$ cat src/rtl/param_deserializer.sv
// Serial-to-parallel converter: assembles DATA_WIDTH-bit words from a 1-bit stream
// and queues completed words in a BUF_DEPTH-entry buffer with flush and sticky overflow.
module param_deserializer #(
    parameter int DATA_WIDTH = 8,
    parameter int BUF_DEPTH  = 2,
    parameter bit MSB_FIRST  = 1'b1
) (
    input  logic                               clock_100KHZ,
    input  logic                               reset,
    input  logic                               data_in,
    input  logic                               write_in,
    input  logic                               flush_in,
    input  logic                               ack_in,
    output logic                               status_out,
    output logic [DATA_WIDTH-1:0]              data_out,
    output logic                               data_ready,
    output logic [$clog2(DATA_WIDTH+1)-1:0]    bit_count,
    output logic [$clog2(BUF_DEPTH+1)-1:0]     word_count,
    output logic                               overflow_out
);
    localparam int BCW = $clog2(DATA_WIDTH+1);
    localparam int WCW = $clog2(BUF_DEPTH+1);
    localparam int PW  = (BUF_DEPTH > 1) ? $clog2(BUF_DEPTH) : 1;

    logic [DATA_WIDTH-1:0] sr_q, sr_d, shifted;
    logic [BCW-1:0]        bc_q, bc_d;
    logic [WCW-1:0]        wc_q, wc_d;
    logic [PW-1:0]         wr_q, wr_d, rd_q, rd_d;
    logic                  ovf_q, ovf_d;
    logic [DATA_WIDTH-1:0] buf_q [BUF_DEPTH];
    logic                  accept, push, pop;

    function automatic logic [PW-1:0] ptr_inc(input logic [PW-1:0] p);
        return (p == PW'(BUF_DEPTH-1)) ? '0 : p + 1'b1;
    endfunction

    // RECEIVE/STALL is implied by word_count: STALL exactly when the buffer is full.
    assign status_out   = (wc_q < WCW'(BUF_DEPTH));
    assign data_ready   = (wc_q != '0);
    assign data_out     = data_ready ? buf_q[rd_q] : '0;
    assign bit_count    = bc_q;
    assign word_count   = wc_q;
    assign overflow_out = ovf_q;

    assign accept = write_in && status_out && !flush_in;
    assign push   = accept && (bc_q == BCW'(DATA_WIDTH-1));
    assign pop    = ack_in && data_ready;

    always_comb begin
        if (MSB_FIRST) shifted = {sr_q[DATA_WIDTH-2:0], data_in};
        else           shifted = {data_in, sr_q[DATA_WIDTH-1:1]};
    end

    always_comb begin
        sr_d  = sr_q;
        bc_d  = bc_q;
        wc_d  = wc_q;
        wr_d  = wr_q;
        rd_d  = rd_q;
        // A flushed write is discarded deliberately, so it never counts as overflow.
        ovf_d = ovf_q | (write_in && !status_out && !flush_in);
        if (flush_in) begin
            sr_d = '0;
            bc_d = '0;
        end else if (accept) begin
            sr_d = shifted;
            bc_d = push ? '0 : bc_q + 1'b1;
        end
        if (push) wr_d = ptr_inc(wr_q);
        if (pop)  rd_d = ptr_inc(rd_q);
        case ({push, pop})
            2'b10:   wc_d = wc_q + 1'b1;
            2'b01:   wc_d = wc_q - 1'b1;
            default: wc_d = wc_q;
        endcase
    end

    always_ff @(posedge clock_100KHZ) begin
        if (!reset) begin
            sr_q  <= '0;
            bc_q  <= '0;
            wc_q  <= '0;
            wr_q  <= '0;
            rd_q  <= '0;
            ovf_q <= 1'b0;
        end else begin
            sr_q  <= sr_d;
            bc_q  <= bc_d;
            wc_q  <= wc_d;
            wr_q  <= wr_d;
            rd_q  <= rd_d;
            ovf_q <= ovf_d;
        end
    end

    // Storage needs no reset: data_out is masked while word_count is zero.
    always_ff @(posedge clock_100KHZ) begin
        if (reset && push) buf_q[wr_q] <= shifted;
    end
endmodule
$ cat config.mk
export PLATFORM = sky130hd
export DESIGN_NAME = param_deserializer
export DESIGN_NICKNAME = d
export VERILOG_FILES = /design/src/rtl/param_deserializer.sv
export SDC_FILE = /design/constraint.sdc
export NUM_CORES = 1
export LEC_CHECK = 0
export CAP_MARGIN = 5
export CELL_PAD_IN_SITES_DETAIL_PLACEMENT = 2
export CELL_PAD_IN_SITES_GLOBAL_PLACEMENT = 2
export CORE_MARGIN = 1.5
export CORE_UTILIZATION = 25
export CTS_BUF_LIST = sky130_fd_sc_hd__clkbuf_2 sky130_fd_sc_hd__clkbuf_4 sky130_fd_sc_hd__clkbuf_8
export CTS_CLUSTER_DIAMETER = 40
export CTS_CLUSTER_SIZE = 40
export DETAILED_ROUTE_END_ITERATION = 6
export GPL_TIMING_DRIVEN = 1
export PLACE_DENSITY_LB_ADDON = 0.2
export SLEW_MARGIN = 5
export SYNTH_ARGS = -nofsm -noshare
export SYNTH_HDL_FRONTEND = slang
export SYNTH_SLANG_ARGS = --single-unit
$ cat constraint.sdc
create_clock -name clock_100KHZ -period 6.6 [get_ports clock_100KHZ]
set_input_delay 0.66 -clock clock_100KHZ [delete_from_list [all_inputs] [get_ports clock_100KHZ]]
set_output_delay 0.66 -clock clock_100KHZ [all_outputs]
set_load 0.01 [all_outputs]
==> impl_metrics.csv, run 1 <==
group,metric,value,unit
pwr,total_power,0.000373,W
timing,finalHoldViolCount,0,
timing,tightest_slew,1.14,ns
die,coreArea,5070,µm²
cells_and_area,layout-drive-gt1-share,7.75,%
critical_path,worstSetupPathType,"in2reg",
yosys,synth_warnings,0,
critical_path,slowest_stage,"nor3b_1",
yosys,ys_seq_area_share,63.0,%
clock_network,clkSlewWorstSetupHoldPaths,0.06,ns
yosys,synth_simple_gate_area_share,16.7,%
yosys,synth_mux_area_share,6.91,%
place,port_buffers,22,
yosys,ys_async_sr_fraction,0,%
drt,first_iter_violations,46,
critical_path,crit_path_start_kind,"primary input",
clock_network,post_cts_resized,0,
clock_network,root_buffer,"clkbuf_8",
die,initial_core_util,25.7,%
global_routing,antenna_found_initial,0,
timing,finalMaxSlewViolations,0,
clock_network,numCtsBuffers,5,
drt,drtAntennaViolNets,0,
drt,avgRoutedWirePerCell,13.2,µm
drt,dr.pass1.iters,4,
worst_hold_path,hold_path.class,"reg2reg",
yosys,synth_edf_count,16,
clock_network,cts_tree,"yes",
cells_and_area,antenna_cells,0,
timing,clock_skew,0.00196,ns
timing,rsz0062_at_grt,"false",
timing,slew_headroom,23.8,%
drt,vias_per_cell,4.35,
die,die_area,5660,µm²
yosys,synth.ff_latch_count,33,
yosys,synth-main-ff-cell,"dfxtp_1",
job,drv_cap,0,
drt,num_vias,923,
die,rows,26,
pwr,peakVddDrop,88.3,µV
critical_path,end_kind,"flip-flop",
yosys,synth_cell_types,25,
global_routing,overflow,0,
critical_path,cpPeakStageDelay,0.93,ns
place,hpwlAfterDp,2.07,mm
yosys,synth-compound-area-share,6.53,%
place,gp_congestion,0.702,
die,die_x,75.2,µm
place,placed_area,1600,µm²
clock_network,cts_hold_buf,0,
timing,post-route-min-period,3.08,ns
yosys,syn_nets,123,
clock_network,clk_latency,0.27,ns
critical_path,path_max_fanout,13,
timing,fin_setup_tns,0,ns
status,status,"finished, final reports clean",
yosys,synthXorXnorAreaFrac,2.69,%
drt,totalWireLength,2.80,mm
yosys,synthAdderAreaFrac,1.92,%
clock_network,cts_sinks,33,
critical_path,critPathArrivalTime,2.97,ns
global_routing,grt_max_degree,14,
clock_network,cts_setup_buffers,0,
cells_and_area,stdcell_area,1690,µm²
global_routing,grt_pass1_wl,4.82,mm
die,die_h,75.2,µm
die,io_pins,23,
yosys,syn_area_per_cell,11.3,µm²
yosys,synthCells,115,
critical_path,cp_cell_sequence,"clkdlybuf4s50_1, or3b_4, nor3_2, inv_2, nor3b_1",
global_routing,grt_pass1_vias,981,
cells_and_area,syn2layout_area_growth,29.5,%
clock_network,clockBufferDepth,2,
cells_and_area,fin_util,33.3,%
pwr,power_density,221,nW/µm²
timing,max_freq,0.325,GHz
critical_path,cp.required,6.49,ns
clock_network,cts-htree-levels,2,
pwr,leakage,0.554,nW
timing,holdWs,0.471,ns
cells_and_area,fin_nets,149,
drt,drc,0,
global_routing,grt.total_usage,11.8,%
yosys,synth_top_family_by_area,"simple AND/OR/NAND/NOR gates",
timing,setup_viol,0,
yosys,syn_area,1300,µm²
timing,fin_crit_sh,46.6,%
registers in the layout (all words and copies together), names as in the netlist, named ones only:
| register | flops |
|---|---|
| sr_q | 7 |
| bit_count | 4 |
| wr_q | 1 |
| buf_q | 16 |
| rd_q | 1 |
| word_count | 2 |
| overflow_out | 1 |
cell type report:
| cell class | count | area [µm²] |
|---|---|---|
| clock buffers | 7 | 83.8 |
| clock inverters | 1 | 3.75 |
| fillers | 568 | 3390 |
| inverters | 5 | 18.8 |
| multi-input cells | 74 | 453 |
| flip-flops and latches | 33 | 821 |
| well taps | 70 | 87.6 |
| repair buffers | 22 | 220 |
synthesized netlist by cell type, drive strengths merged (3+ instances only):
| cell type | instances | share of area [%] |
|---|---|---|
| a21oi | 10 | 3.8 |
| and2 | 3 | 1.4 |
| clkbuf | 3 | 0.86 |
| dfxtp | 17 | 26 |
| edfxtp | 16 | 37 |
| inv | 5 | 1.4 |
| mux2i | 9 | 6.9 |
| nand2 | 18 | 5.2 |
| nor2 | 9 | 2.6 |
| nor3b | 3 | 2.1 |
| o21ai | 4 | 1.5 |
| xnor2 | 4 | 2.7 |
cells in the final DEF (no fill, tap or decap), types with 3 or more instances in the layout:
cell type and instances:
nand2_1 18, clkdlybuf4s50_1 22, mux2i_1 9, clkbuf_8 5
a21oi_1 10, dfxtp_1 17, xnor2_1 4, nor2_1 9
edfxtp_1 16, inv_1 4, o21ai_0 4, and2_1 3
power breakdown:
part	switching (W)	internal [W]	leakage, nW	total, W
registers	0.000000529	0.000213	0.288	0.000214
logic	0.00000599	0.00000499	0.220	0.0000110
clock network	0.0000666	0.0000815	0.0467	0.000148
total	0.0000731	0.000300	0.554	0.000373
path summary, 6_finish.rpt:
check                                           startpoint               endpoint  slack, ns  cells past startpoint
worst min register to register        sr_q[6]$_SDFFE_PP0P_  buf_q[1][7]$_DFFE_PP_       0.47                      0
worst max register to register  word_count[1]$_SDFFE_PN0P_  buf_q[0][4]$_DFFE_PP_       3.98                      4
worst min-delay path                  sr_q[6]$_SDFFE_PP0P_  buf_q[1][7]$_DFFE_PP_       0.47                      0
worst max-delay path                              write_in  buf_q[0][4]$_DFFE_PP_       3.52                      5
per-stage QoR:
step	instances	setup WS (ns)
after floorplan	115	4.15
after global placement	204	3.38
after detailed placement	204	3.17
after CTS	212	3.46
after global routing	212	3.28
final	212	3.52
per-layer routing:
metal / track usage (%) / vias to the layer above / part of all wire (%)
met1: 15.1 / 457 / 47
met5: 0 / - / 0
met2: 19.2 / 17 / 47
li1: - / 445 / -
met3: 3.61 / 4 / 4.0
met4: 3.57 / 0 / 1.3
critical path: cells and delay by family:
family / cells / cell delay, ns
buf+inv: 2 / 0.57
simple gates: 3 / 1.75
kinds of logic (layout without fill, tap and decap cells):
group           Yosys count  count (layout)
fa+ha+maj                 2               2
simple gates             43              43
mux                       9               9
buf+inv                   8              35
flops                    33              33
compound gates           16              16
xor+xnor                  4               4
Note: power is estimated with default switching activity, not from simulation.
==> run 2, diff against run 1 <==
- clock period: 6.6 -> 2.8 ns (I/O delays scaled with it)
==> run 2 against run 1 <==
Count of clock-buffer cells in the layout unchanged. Hold slack got worse by 0.0046 ns. Via count is 0.87% lower. Combinational power increased by 130%. Die area unchanged. Flip-flop and latch count did not move. Worst setup slack got worse by 3.0 ns. Final cell count rose by 0.47%. Sequential share of layout area fell by 1.1 points. Clock power rose to 3.1 times the previous value. Final area is 2.4% higher.
==> impl_metrics.csv, run 2 (synthesis gave the netlist of run 1 again) <==
group,metric,value,unit
cells_and_area,multi_input_area,453,µm²
global_routing,met3_usage,3.75,%
die,die_x,75.2,µm
place,pre_cts_slack,0.195,ns
timing,tightest_slew,0.618,ns
pwr,intPower,0.000814,W
die,coreArea,5070,µm²
place,dpl.cell_count,205,
global_routing,antenna_found_initial,0,
clock_network,clk_latency,0.28,ns
cells_and_area,regArea,821,µm²
cells_and_area,stdcell_count,213,
pwr,peakVddDrop,152,µV
timing,clock_skew,0.00393,ns
drt,first_iter_violations,27,
critical_path,ff2ff_path_depth,6,
critical_path,worstSetupPathType,"in2reg",
drt,avgRoutedWirePerCell,13.3,µm
timing,rsz0062_at_grt,"false",
pwr,clock_power_share,46.6,%
drt,drtAntennaViolNets,0,
cells_and_area,largest_reg_flops,16,
clock_network,cts_tree,"yes",
timing,max_freq,0.438,GHz
clock_network,cts_sinks,33,
timing,post-route-min-period,2.28,ns
clock_network,post_cts_resized,0,
timing,final.setup.worst_slack,0.518,ns
timing,finalMaxSlewViolations,0,
pwr,switching_power,0.000177,W
worst_hold_path,holdCritStartpoint,"overflow_out$_SDFF_PN0_",
cells_and_area,final_cell_mix,"clkdlybuf4s50_1, nand2_1, dfxtp_1",
drt,totalWireLength,2.84,mm
critical_path,r2r-start,"word_count[1]$_SDFFE_PN0P_",
critical_path,crit_path_start_kind,"primary input",
drt,dr.pass1.iters,2,
pwr,p_comb_share,2.6,%
timing,fin_crit_sh,81.5,%
clock_network,cts-htree-levels,2,
critical_path,critPathArrivalTime,2.49,ns
die,die_h,75.2,µm
global_routing,grt.total_usage,11.6,%
critical_path,cp.required,3.01,ns
worst_hold_path,hold_end,"overflow_out$_SDFF_PN0_",
critical_path,end_kind,"flip-flop",
critical_path,rr_endpoint,"word_count[1]$_SDFFE_PN0P_",
cells_and_area,layout-drive-gt1-share,9.09,%
die,io_pins,23,
cells_and_area,fin_nets,150,
die,initial_core_util,25.7,%
global_routing,overflow,0,
global_routing,grt_pass1_vias,975,
worst_hold_path,hold_path.class,"reg2reg",
pwr,p_seq_share,50.9,%
timing,fin_setup_tns,0,ns
timing,finalHoldViolCount,0,
worst_hold_path,holdPathStages,1,
global_routing,use_met1,14.4,%
job,drv_cap,0,
die,rows,26,
clock_network,cts_hold_buf,0,
cells_and_area,top_register,"buf_q",
clock_network,cts_setup_buffers,0,
drt,num_vias,915,
cells_and_area,final_common_cell,"clkdlybuf4s50_1",
status,status,"finished, final reports clean",
global_routing,grt_pass1_wl,4.74,mm
cells_and_area,syn2layout_area_growth,32.5,%
die,die_area,5660,µm²
pwr,sw_frac_of_total,17.8,%
cells_and_area,n_fill_cell,544,
clock_network,numCtsBuffers,5,
critical_path,path_max_fanout,13,
clock_network,clockBufferDepth,2,
pwr,power_density,573,nW/µm²
place,port_buffers,22,
place,hpwlAfterDp,2.08,mm
pwr,leakage,0.574,nW
critical_path,r2r_slack,0.59,ns
global_routing,busiest_layer,"met2",
critical_path,cpPeakStageDelay,0.49,ns
drt,vias_per_cell,4.30,
critical_path,slowest_stage,"clkdlybuf4s50_1",
place,gp_congestion,0.719,
timing,slew_headroom,58.7,%
cells_and_area,antenna_cells,0,
global_routing,grtUsageMet2,18.8,%
drt,drc,0,
global_routing,grt_max_degree,14,
clock_network,root_buffer,"clkbuf_8",
timing,setup_viol,0,
clock_network,clkSlewWorstSetupHoldPaths,0.07,ns
critical_path,cp_cell_sequence,"clkdlybuf4s50_1, or3b_4, nor3_2, inv_2, ha_1, or3_1, a21boi_0",
==> run 2: cell count changes in the layout (fill, tap and decap cells not counted) <==
cell	before	now
clkinv_1	1	0
bufinv_16	0	1
clkbuf_8	5	6
clkbuf_4	2	1
buf_4	0	1
==> run 2: how the worst max path moves through the flow <==
stage / start / end / slack (ns) / cells after the start
after floorplan: word_count[1]$_SDFFE_PN0P_ / buf_q[0][0]$_DFFE_PP_ / 0.59 / 4
after global placement: flush_in / word_count[1]$_SDFFE_PN0P_ / 0.32 / 7
after detailed placement: write_in / word_count[1]$_SDFFE_PN0P_ / 0.19 / 7
after CTS: write_in / word_count[1]$_SDFFE_PN0P_ / 0.49 / 7
after global routing: flush_in / word_count[1]$_SDFFE_PN0P_ / 0.33 / 7
final: write_in / word_count[1]$_SDFFE_PN0P_ / 0.52 / 7
==> run 2: power by group through the flow <==
stage | logic, W | registers [W] | clock network [W]
floorplan | 0.0000111 | 0.000515 | 0
global placement | 0.0000253 | 0.000514 | 0
detailed placement | 0.0000257 | 0.000515 | 0
CTS | 0.0000260 | 0.000504 | 0.000482
global route | 0.0000280 | 0.000504 | 0.000503
finish | 0.0000254 | 0.000504 | 0.000462
==> run 2: stage by stage <==
| step | cell area [µm²] | utilization (%) | power [W] | hold WS (ns) |
|---|---|---|---|---|
| after floorplan | 1300 | - | 0.000526 | 0.379 |
| after global placement | 1610 | 31.7 | 0.000540 | 0.445 |
| after detailed placement | 1610 | 31.7 | 0.000540 | 0.456 |
| after CTS | 1730 | 34.0 | 0.00101 | 0.471 |
| after global routing | 1730 | 34.0 | 0.00103 | 0.493 |
| final | 1730 | 34.0 | 0.000991 | 0.467 |
==> run 2: critical path: cells and delay by family <==
| kind | cells | cell delay, ns |
|---|---|---|
| and+or+nand+nor | 3 | 1.15 |
| buffers and inverters | 2 | 0.56 |
| adders and majority gates | 1 | 0.32 |
| AOI/OAI and AO/OA | 1 | 0.17 |
==> run 2: metal layers <==
metal  routed length [µm]  vias up
met2                 1340       18
met4                   32        0
li1                     -      452
met1                 1370      441
met3                   99        4
met5                    0        -
==> run 2: final cells by class <==
class	instances	area share (%)
Multi-Input combinational cell	74	26.2
Sequential cell	33	47.5
Clock buffer	7	5.21
Timing Repair Buffer	23	13.2
Inverter	5	1.09
Tap cell	70	5.07
Clock inverter	1	1.74
